**src/rtl/ctrl_sequencer.sv**
```systemverilog
// One-hot step sequencer with a programmable per-step dwell, one-shot or looping runs,
// and a dedicated overflow-recovery step that raises a sticky flag.
module ctrl_sequencer #(
    parameter int unsigned NUM_STEPS = 6,
    parameter int unsigned DWELL_W   = 4,
    parameter bit          LOOP      = 1'b1,
    parameter int unsigned OVF_STEP  = NUM_STEPS - 1
) (
    input  logic                         CLK,
    input  logic                         RST,
    input  logic                         CLR,
    input  logic                         EN,
    input  logic                         START,
    input  logic                         OVERFLOW,
    input  logic [DWELL_W-1:0]           DWELL,
    output logic [NUM_STEPS-1:0]         S,
    output logic [$clog2(NUM_STEPS)-1:0] STEP_IDX,
    output logic                         BUSY,
    output logic                         DONE,
    output logic                         OVF_FLAG
);

    localparam int unsigned IDX_W = $clog2(NUM_STEPS);
    localparam logic [IDX_W-1:0] LAST_IDX = IDX_W'(NUM_STEPS - 1);
    localparam logic [IDX_W-1:0] OVF_IDX  = IDX_W'(OVF_STEP);

    typedef enum logic [1:0] {
        ST_IDLE,
        ST_RUN,
        ST_OVF
    } state_e;

    state_e               state_q, state_d;
    logic [IDX_W-1:0]     step_q, step_d;
    logic [DWELL_W-1:0]   cnt_q, cnt_d;
    logic                 done_q, done_d;
    logic                 flag_q, flag_d;

    always_ff @(posedge CLK or negedge RST) begin
        if (!RST) begin
            state_q <= ST_IDLE;
            step_q  <= '0;
            cnt_q   <= '0;
            done_q  <= 1'b0;
            flag_q  <= 1'b0;
        end else begin
            state_q <= state_d;
            step_q  <= step_d;
            cnt_q   <= cnt_d;
            done_q  <= done_d;
            flag_q  <= flag_d;
        end
    end

    always_comb begin
        state_d = state_q;
        step_d  = step_q;
        cnt_d   = cnt_q;
        done_d  = 1'b0;
        flag_d  = flag_q;

        if (CLR) begin
            state_d = ST_IDLE;
            step_d  = '0;
            cnt_d   = '0;
            flag_d  = 1'b0;
        end else begin
            unique case (state_q)
                ST_IDLE: begin
                    if (START) begin
                        state_d = ST_RUN;
                        step_d  = '0;
                        cnt_d   = DWELL;
                    end
                end
                ST_RUN: begin
                    // Overflow preempts the step advance and ignores EN.
                    if (OVERFLOW) begin
                        state_d = ST_OVF;
                        step_d  = OVF_IDX;
                        cnt_d   = DWELL;
                        flag_d  = 1'b1;
                    end else if (EN) begin
                        if (cnt_q != '0) begin
                            cnt_d = cnt_q - DWELL_W'(1);
                        end else if (step_q == LAST_IDX) begin
                            done_d = 1'b1;
                            step_d = '0;
                            if (LOOP) begin
                                cnt_d = DWELL;
                            end else begin
                                state_d = ST_IDLE;
                                cnt_d   = '0;
                            end
                        end else begin
                            step_d = step_q + IDX_W'(1);
                            cnt_d  = DWELL;
                        end
                    end
                end
                ST_OVF: begin
                    if (EN) begin
                        if (cnt_q != '0) begin
                            cnt_d = cnt_q - DWELL_W'(1);
                        end else begin
                            state_d = ST_IDLE;
                            step_d  = '0;
                        end
                    end
                end
                default: begin
                    state_d = ST_IDLE;
                    step_d  = '0;
                    cnt_d   = '0;
                end
            endcase
        end
    end

    assign BUSY     = (state_q != ST_IDLE);
    assign S        = BUSY ? ({{(NUM_STEPS-1){1'b0}}, 1'b1} << step_q) : '0;
    assign STEP_IDX = step_q;
    assign DONE     = done_q;
    assign OVF_FLAG = flag_q;

endmodule

```
**config.mk**
```make
export PLATFORM = sky130hd
export DESIGN_NAME = ctrl_sequencer
export DESIGN_NICKNAME = d
export VERILOG_FILES = /design/src/rtl/ctrl_sequencer.sv
export SDC_FILE = /design/constraint.sdc
export NUM_CORES = 1
export LEC_CHECK = 0
export CAP_MARGIN = 20
export CORE_ASPECT_RATIO = 1.4
export CORE_MARGIN = 3
export CORE_UTILIZATION = 45
export CTS_BUF_LIST = sky130_fd_sc_hd__clkbuf_4 sky130_fd_sc_hd__clkbuf_8
export DETAILED_ROUTE_END_ITERATION = 10
export HOLD_SLACK_MARGIN = 0.15
export MAX_ROUTING_LAYER = met4
export PLACE_DENSITY = 0.78
export SLEW_MARGIN = 20
export SYNTH_ARGS = -nofsm -noshare
export SYNTH_HDL_FRONTEND = slang
export SYNTH_SLANG_ARGS = --single-unit
```
**constraint.sdc**
```tcl
create_clock -name CLK -period 1.85 [get_ports CLK]
set_input_delay 0.37 -clock CLK [delete_from_list [all_inputs] [get_ports CLK]]
set_output_delay 0.37 -clock CLK [all_outputs]
set_load 0.05 [all_outputs]
```
# Word-level counts from Yosys, hierarchy flattened
# Cells that the tools add are included.
[op_classes]
n_addsub = 2
n_eq_ne = 10
shifts = 1
n_mux = 33
reduce_logical = 9
[op_table]
columns = ["cell", "count"]
rows = [
  ["4-bit 2-to-1 mux", 7],
  ["3-bit 2-to-1 mux", 8],
  ["3-bit != test (second input constant)", 5],
  ["4-bit one-hot mux with 3 select lines", 1],
  ["2-bit 2-to-1 mux", 5],
  ["1-bit 2-to-1 mux", 9],
  ["3-bit one-hot mux with 3 select lines", 1],
  ["4-bit != test (second input constant)", 2],
  ["4-bit AND reduction", 2],
  ["6-bit 2-to-1 mux", 1],
  ["2-bit one-hot mux with 3 select lines", 1],
  ["2-bit nonzero test", 3],
  ["1-bit by 3-bit << shifter with 6-bit output (first input constant)", 1],
  ["5-bit AND reduction", 1],
  ["4-bit nonzero test", 1],
  ["4-bit by 1-bit subtractor with 4-bit output (second input constant)", 1],
  ["3-bit by 1-bit adder with 3-bit output (second input constant)", 1],
  ["3-bit equality test (second input constant)", 1],
  ["2-bit by 1-bit equality test with 1-bit output (second input constant)", 1],
  ["2-bit equality test (second input constant)", 1],
  ["2-bit logical NOT", 1],
  ["2-bit AND reduction", 1],
]
[word_totals]
regBits = 11
input_bits = 10
elab_cells = 60

# Depth between registers and ports, before layout
# Gate-level depths: netlist (run 1).
[depth]
ltp_word = 7
mapped_depth = 6
depth_no_buf = 6

# Worst setup path after synthesis (run 1)
# OpenSTA, ideal clock, no wires.
[synth_timing]
path_kind = "reg2out"
startpoint = "register state_q[1]"
endpoint = "output port S[0]"
t_arrival_ns = 2.415
t_required_ns = 1.480
setup_slack_ns = -0.935
path_stages_with_launch = 5
path_buffers = 2
path_cell_list = "dfrtp_1 > buf_2 > buf_1 > nor2_1 > nor4_1"
[synth_between]
elab_chain_cells = 2
[synth_rtl]
columns = ["element", "line_no", "text"]
rows = [
  ["from (decl)", "33", "state_e state_q, state_d;"],
  ["from (signal assigned)", "47", "state_q <= state_d;"],
  ["2-bit nonzero test", "120", "assign BUSY = (state_q != ST_IDLE);"],
  ["6-bit 2-to-1 mux", "121", "assign S = BUSY ? ({{(NUM_STEPS-1){1'b0}}, 1'b1} << step_q) : '0;"],
  ["to (decl)", "16", "output logic [NUM_STEPS-1:0] S,"],
]
# No other way between the ends.

# Final worst setup path (run 1)
[layout_timing]
startpoint = "register state_q[0]"
endpoint = "output port S[0]"
# Same word-level chain as after synthesis.

==> results of run 1 <==
cell families (layout without fill, tap and decap cells):
logic type,Yosys count,in the layout
simple gates,37,37
compound gates,30,30
buf+inv,14,55
flops,11,11
fa+ha+maj,3,3
mux,2,2
xor+xnor,1,1
power groups by stage:
stage | sequential, mW | clock (mW) | combinational [mW]
floorplan | 0.309 | 0 | 0.216
global placement | 0.302 | 0 | 0.348
detailed placement | 0.304 | 0 | 0.356
CTS | 0.298 | 0.174 | 0.360
global route | 0.298 | 0.184 | 0.432
finish | 0.295 | 0.173 | 0.400
worst paths after layout:
path	from	endpoint	slack (ns)	cells past startpoint
setup / recovery	state_q[0]	S[0]	0.06	5
hold / removal	RST	state_q[0]	0.44	1
setup reg to reg	state_q[0]	STEP_IDX[2]	0.09	5
hold reg to reg	OVF_FLAG	OVF_FLAG	0.51	2
max in group asynchronous	RST	STEP_IDX[1]	1.03	1
min in group CLK	OVF_FLAG	OVF_FLAG	0.51	2
final cells by class:
class                      instances  share of cell area (%)
clock buffer                       3                   1.709
clock inverter                     1                  0.3799
tap                               19                   1.804
timing repair buffer              42                   28.68
multi-input combinational         73                   43.59
sequential                        11                   21.27
inverter                           9                   2.564
state kept, by name, indices dropped and copies added (netlist names):
signal	cells
DONE	1
STEP_IDX	3
OVF_FLAG	1
cnt_q	4
state_q	2
routing by layer:
metal,track usage [%],vias up,wire length [µm]
met4,7.556,0,19
li1,-,452,-
met3,1.893,2,153
met2,38.13,46,1300
met5,-,-,0
met1,25.44,443,930
per-stage QoR:
stage / total power, mW / TNS [ns] / instances / instance area (µm²) / utilization (%)
2_1_floorplan: 0.5244 / -0.03333 / 98 / 908.4 / -
3_3_place_gp: 0.6504 / -0.5019 / 147 / 1230 / 73.19
3_5_place_dp: 0.6602 / -0.7543 / 147 / 1230 / 73.19
4_1_cts: 0.8319 / 0 / 152 / 1266 / 75.35
5_1_grt: 0.9144 / 0 / 158 / 1318 / 78.41
6_report: 0.8686 / 0 / 158 / 1318 / 78.41
repair_timing:
| item | CTS | global route |
|---|---|---|
| gates resized for setup | 1 | 1 |
| pin swaps | 1 | 0 |
| endpoints found under the hold margin | 0 | 0 |
| setup buffers | 1 | 6 |
| setup endpoints to repair | 3 | 4 |
cells in the final DEF (no fill, tap or decap), types with 4 or more instances in the layout:
| cell type | count |
|---|---|
| a21oi_1 | 7 |
| nor2_1 | 5 |
| buf_4 | 29 |
| nand2b_1 | 8 |
| dfrtp_1 | 7 |
| nand2_1 | 4 |
| dfrtp_2 | 4 |
| clkdlybuf4s50_1 | 10 |
| inv_1 | 9 |
| a311oi_1 | 4 |
worst max-delay path: stages, from the launching register on:
cell and delay [ns]:
dfrtp_1 0.36, buf_4 0.18, nor2_2 0.04, buf_4 0.18, nor4_4 0.20, buf_12 0.18
==> impl_metrics.json, run 1 <==
{
  "cts_buffers": 3,
  "synth_area_leaders": "dfrtp_1, nand2b_1, ha_1",
  "drt_iter0_drc": 28,
  "grt_max_degree": 14,
  "start_kind": "register",
  "synth_top_area_share_pct": 32.69,
  "ys_async_sr_fraction_pct": 100.0,
  "syn_nets": 111,
  "grt_usage_pct": 21.69,
  "port_buffers": 21,
  "initial_core_util_pct": 50.11,
  "yosysTopAreaCell": "dfrtp_1",
  "p_per_area_nw_per_um2": 659.3,
  "core-area_um2": 1680,
  "grt.overflow.total": 0,
  "slew_violations": 0,
  "ys_ff_latch": 11,
  "yosys.area_share.simple_pct": 25.85,
  "top_level_ports": 22,
  "setup_slack_ns": 0.05898,
  "synth_top_family_by_area": "compound AO/OA/AOI/OAI gates",
  "synthMuxAreaShare_pct": 2.675,
  "status": "finished, final reports clean",
  "dpl.hpwl_um": 1802,
  "synth_edf_count": 0,
  "wirelength_um": 2403,
  "regArea_um2": 280.3,
  "hold_viol_final": 0,
  "nets": 153,
  "fmax_mhz": 558.3,
  "antenna_found_initial": 0,
  "hold_ws_ns": 0.4352,
  "seq_area_frac_synth_pct": 32.69,
  "via_per_inst": 5.968,
  "rsz0062_at_grt": "no",
  "yosysUniqueCellTypes": 39,
  "p_sw_mw": 0.3348,
  "clockBufferDepth": 2,
  "cts_max_level": 1,
  "synth-main-ff-cell": "dfrtp_1",
  "grt_pass1_wl_um": 4077,
  "clkPwrFrac_pct": 19.9,
  "hold_path.class": "primary input to asynchronous set/reset pin",
  "maxCapViolCount": 0,
  "setup_viol": 0,
  "grt_pass1_vias": 917,
  "synth_area_um2": 842.1,
  "fin_skew_ns": 0.001490,
  "die_area_um2": 2434,
  "die_h_um": 57.19,
  "tightest_slew_ns": 0.5319,
  "p_leak_nw": 0.5533,
  "path_max_fanout": 9,
  "synth-adder-area-share_pct": 4.458,
  "vias": 943,
  "drive_gt1_share_pct": 38.85,
  "place_worst_setup_slack_ns": -0.2146,
  "synth.top_cells.by_count": "dfrtp_1, inv_1, nand2b_1, nor2_1, a21oi_1",
  "cp-end-kind": "primary output",
  "dr.pass1.iters": 4,
  "p_sw_share_pct": 38.55,
  "multi_input_area_um2": 574.3,
  "criticalPathCategory": "register to primary output",
  "num_antenna_cells": 0,
  "cts_sinks": 11,
  "ant_nets": 0,
  "layout_min_cycle_time_ns": 1.791,
  "yosysMostFrequentCell": "dfrtp_1",
  "seq_power_share_pct": 34.0,
  "slew_headroom_pct": 64.43,
  "ir_drop_v": 0.0005909,
  "syn_area_per_cell_um2": 8.592,
  "hold_buffers": 0,
  "drc": 0,
  "yosysWarnings": 0,
  "intPower_mw": 0.5338,
  "synth_xor_area_share_pct": 1.040,
  "gp_congestion": 0.8904,
  "n_fill_cell": 111,
  "crit_arrival_ns": 1.42,
  "placementRows": 17,
  "pwr-share-comb_pct": 46.1,
  "clk_latency_ns": 0.28,
  "cp.required_ns": 1.48,
  "die_w_um": 42.56,
  "synth_cells": 98,
  "fin_crit_sh_pct": 96.81,
  "wl_per_cell_um": 15.21,
  "cts_root_buffer": "clkbuf_4",
  "syn_to_final_growth_pct": 56.46,
  "cts_tree": "built",
  "clkSlewWorstSetupHoldPaths_ns": 0.08,
  "synth_compound_area_share_pct": 26.30
}
Power figures use the tool's default switching activity.
==> run 2: changes to the inputs <==
--- a/config.mk
+++ b/config.mk
@@ -10,6 +10,7 @@
 export CORE_MARGIN = 3
 export CORE_UTILIZATION = 45
 export CTS_BUF_LIST = sky130_fd_sc_hd__clkbuf_4 sky130_fd_sc_hd__clkbuf_8
+export CTS_CLUSTER_DIAMETER = 80
 export DETAILED_ROUTE_END_ITERATION = 10
 export HOLD_SLACK_MARGIN = 0.15
 export MAX_ROUTING_LAYER = met4
@@ -18,3 +19,4 @@
 export SYNTH_ARGS = -nofsm -noshare
 export SYNTH_HDL_FRONTEND = slang
 export SYNTH_SLANG_ARGS = --single-unit
+export TNS_END_PERCENT = 20
==> constraint.sdc (replaced) <==
create_clock -name CLK -period 1.5 [get_ports CLK]
set_input_delay 0.3 -clock CLK [delete_from_list [all_inputs] [get_ports CLK]]
set_output_delay 0.3 -clock CLK [all_outputs]
set_load 0.05 [all_outputs]
==> run 2 against run 1 <==
Effect of this change: the run now fails in clock tree synthesis; synthesized cell count is the same; area after synthesis unchanged.
==> impl_metrics.json, run 2 <==
{
  "yosysMostFrequentCell": "dfrtp_1",
  "cts_sinks": 11,
  "yosysWarnings": 0,
  "placed_cell_area_um2": 1475,
  "post_cts_buffers": 4,
  "synth_area_leaders": "dfrtp_1, nand2b_1, ha_1",
  "synth_edf_count": 0,
  "syn_area_per_cell_um2": 8.592,
  "dpl.hpwl_um": 2392,
  "clockBufferDepth": 2,
  "syn_nets": 111,
  "initial_core_util_pct": 50.11,
  "ys_ff_latch": 11,
  "status": "did not finish",
  "yosysUniqueCellTypes": 39,
  "cts_root_buffer": "clkbuf_4",
  "die_w_um": 42.56,
  "cts-resized-gates": 20,
  "placementRows": 17,
  "yosysTopAreaCell": "dfrtp_1",
  "die_h_um": 57.19,
  "synth_cells": 98,
  "hold_buffers": 0,
  "error": "[ERROR DPL-0033] detailed placement checks failed during check placement.",
  "ys_async_sr_fraction_pct": 100.0,
  "synth-main-ff-cell": "dfrtp_1",
  "cts_buffers": 3,
  "placed_cells_incl_taps": 163,
  "synth_area_um2": 842.1,
  "synth.top_cells.by_count": "dfrtp_1, inv_1, nand2b_1, nor2_1, a21oi_1",
  "haltStage": "clock tree synthesis",
  "synth_top_area_share_pct": 32.69,
  "gp_congestion": 0.8988,
  "top_level_ports": 22,
  "seq_area_frac_synth_pct": 32.69,
  "cts_max_level": 1,
  "port_buffers": 21
}
run 2: cell counts after synthesis:
Identical to the previous run, type by type.
run 2: logic make-up after synthesis:
| kind of cell | count (synthesis) | synth area share, % |
|---|---|---|
| adders and majority gates | 3 | 4.458 |
| muxes | 2 | 2.674 |
| DFF | 11 | 32.69 |
| AOI/OAI and AO/OA | 30 | 26.30 |
| buffers and inverters | 14 | 6.983 |
| xor gates and xnor gates | 1 | 1.040 |
| and+or+nand+nor | 37 | 25.86 |
run 2: metrics by stage:
stage	worst slack (ns)	utilization, %
after detailed placement	-0.5130	87.79
after global placement	-0.4251	87.79
after floorplan	-0.1762	-
==> run 3: changes to the inputs <==
==> config.mk (replaced) <==
export PLATFORM = sky130hd
export DESIGN_NAME = ctrl_sequencer
export DESIGN_NICKNAME = d
export VERILOG_FILES = /design/src/rtl/ctrl_sequencer.sv
export SDC_FILE = /design/constraint.sdc
export NUM_CORES = 1
export LEC_CHECK = 0
export CAP_MARGIN = 20
export CORE_AREA = 3 3 64 66
export DETAILED_ROUTE_END_ITERATION = 10
export DIE_AREA = 0 0 67 69
export PLACE_DENSITY_LB_ADDON = 0.15
export SLEW_MARGIN = 20
export SYNTH_ARGS = -nofsm -noshare
export SYNTH_HDL_FRONTEND = slang
export SYNTH_SLANG_ARGS = --single-unit
export TNS_END_PERCENT = 20
==> constraint.sdc (replaced) <==
create_clock -name CLK -period 1.95 [get_ports CLK]
set_input_delay 0.39 -clock CLK [delete_from_list [all_inputs] [get_ports CLK]]
set_output_delay 0.39 -clock CLK [all_outputs]
set_load 0.05 [all_outputs]
==> run 3 against run 2 <==
Effect of this change: the flow now finishes without violations.
==> impl_metrics.json, run 3 (synthesized netlist as in run 1, its figures left out) <==
{
  "fin_crit_sh_pct": 94.83,
  "clk_latency_ns": 0.24,
  "fin_setup_tns_ns": 0,
  "slew_violations": 0,
  "via_per_inst": 4.809,
  "ff2ff_path_depth": 7,
  "placed_cells_incl_taps": 179,
  "port_buffers": 21,
  "die_w_um": 67,
  "ant_nets": 0,
  "die_h_um": 69,
  "dr.pass1.iters": 4,
  "grt_pass1_vias": 883,
  "start_kind": "primary input",
  "timing.rr.start": "cnt_q[0]",
  "die_area_um2": 4623,
  "final_cell_mix": "buf_4, dfrtp_1, clkdlybuf4s50_1, inv_1, nand2b_1",
  "drc": 0,
  "drt_iter0_drc": 15,
  "cts_max_level": 1,
  "tightest_slew_ns": 0.5242,
  "layout_commonest_cell": "buf_4",
  "hold_path.class": "primary input to asynchronous set/reset pin",
  "clkSlewWorstSetupHoldPaths_ns": 0.06,
  "fin_util_pct": 37.05,
  "dpl.hpwl_um": 1960,
  "grt_pass1_wl_um": 4022,
  "stdcell_count": 183,
  "antenna_found_initial": 0,
  "nets": 149,
  "reg2reg_to": "cnt_q[0]",
  "cts_sinks": 11,
  "criticalPathCategory": "primary input to register",
  "p_per_area_nw_per_um2": 657.4,
  "maxCapViolCount": 0,
  "hold_viol_final": 0,
  "cp.required_ns": 2.09,
  "wl_per_cell_um": 13.18,
  "num_antenna_cells": 0,
  "grt_usage_pct": 10.93,
  "fmax_mhz": 540.8,
  "top_level_ports": 22,
  "ir_drop_v": 0.0002532,
  "path_max_fanout": 3,
  "gp_congestion": 0.8710,
  "cts_root_buffer": "clkbuf_8",
  "core-area_um2": 3633,
  "rsz0062_at_grt": "no",
  "slew_headroom_pct": 64.94,
  "placementRows": 22,
  "syn_to_final_growth_pct": 59.88,
  "initial_core_util_pct": 23.17,
  "setup_viol": 0,
  "grt.overflow.total": 0,
  "clockBufferDepth": 2,
  "totalPowerFinal_mw": 0.8851,
  "drive_gt1_share_pct": 32.59,
  "vias": 880,
  "grt_max_degree": 14,
  "crit_arrival_ns": 1.99,
  "top_register": "cnt_q",
  "wirelength_um": 2412,
  "post_cts_buffers": 0,
  "cp-end-kind": "register",
  "hold_ws_ns": 0.4908,
  "largest_register_ff_count": 4,
  "cts_tree": "built",
  "r2r_slack_ns": 0.20,
  "layout_min_cycle_time_ns": 1.849,
  "status": "finished, final reports clean",
  "p_leak_nw": 0.5437,
  "cts_buffers": 3,
  "fin_skew_ns": 0.004680
}
-- run 3: how the worst max path moves through the flow --
| stage | from | to | slack, ns | cells after the start |
|---|---|---|---|---|
| after floorplan | STEP_IDX[0] | S[3] | -0.12 | 4 |
| final | OVERFLOW | STEP_IDX[1] | 0.10 | 6 |
| after CTS | OVERFLOW | STEP_IDX[2] | 0.07 | 5 |
| after detailed placement | OVERFLOW | STEP_IDX[2] | -0.18 | 5 |
| after global routing | OVERFLOW | STEP_IDX[1] | 0.01 | 6 |
| after global placement | OVERFLOW | STEP_IDX[0] | -0.10 | 5 |
-- run 3: timing repair --
| action | CTS | global route |
|---|---|---|
| resized for setup | 0 | 1 |
| hold buffers | 0 | 0 |
| endpoints found under the setup margin | 0 | 1 |
-- run 3: metrics by stage --
step	worst slack [ns]	area (µm²)
floorplan	-0.1166	898.4
global placement	-0.1028	1295
detailed placement	-0.1791	1295
CTS	0.06819	1340
global route	0.009729	1346
finish	0.1008	1346
-- run 3: cell type report --
type                    count  area (µm²)
clock buffers               4       45.04
fillers                   379        2287
inverters                   9       33.78
multi-input cells          73       569.3
flip-flops and latches     11       275.3
well taps                  48       60.06
repair buffers             38       362.8
-- run 3: report_power, final --
group	leakage, nW	internal (mW)	switching, mW
clock network	0.0228	0.144	0.0950
logic	0.374	0.172	0.192
registers	0.147	0.250	0.0324
total	0.544	0.566	0.319
-- run 3: worst max-delay path: stages --
cell	delay [ns]
clkdlybuf4s50_1	0.51
nor3b_1	0.08
o311a_1	0.36
buf_4	0.15
o32a_1	0.28
o32ai_1	0.22
-- run 3: metal layers --
layer	part of all wire, %	GRT usage (%)	vias up
li1	-	-	438
met1	44	13.26	416
met3	4.6	1.792	2
met2	50	18.78	24
met5	0	0	-
met4	1.0	4.054	0
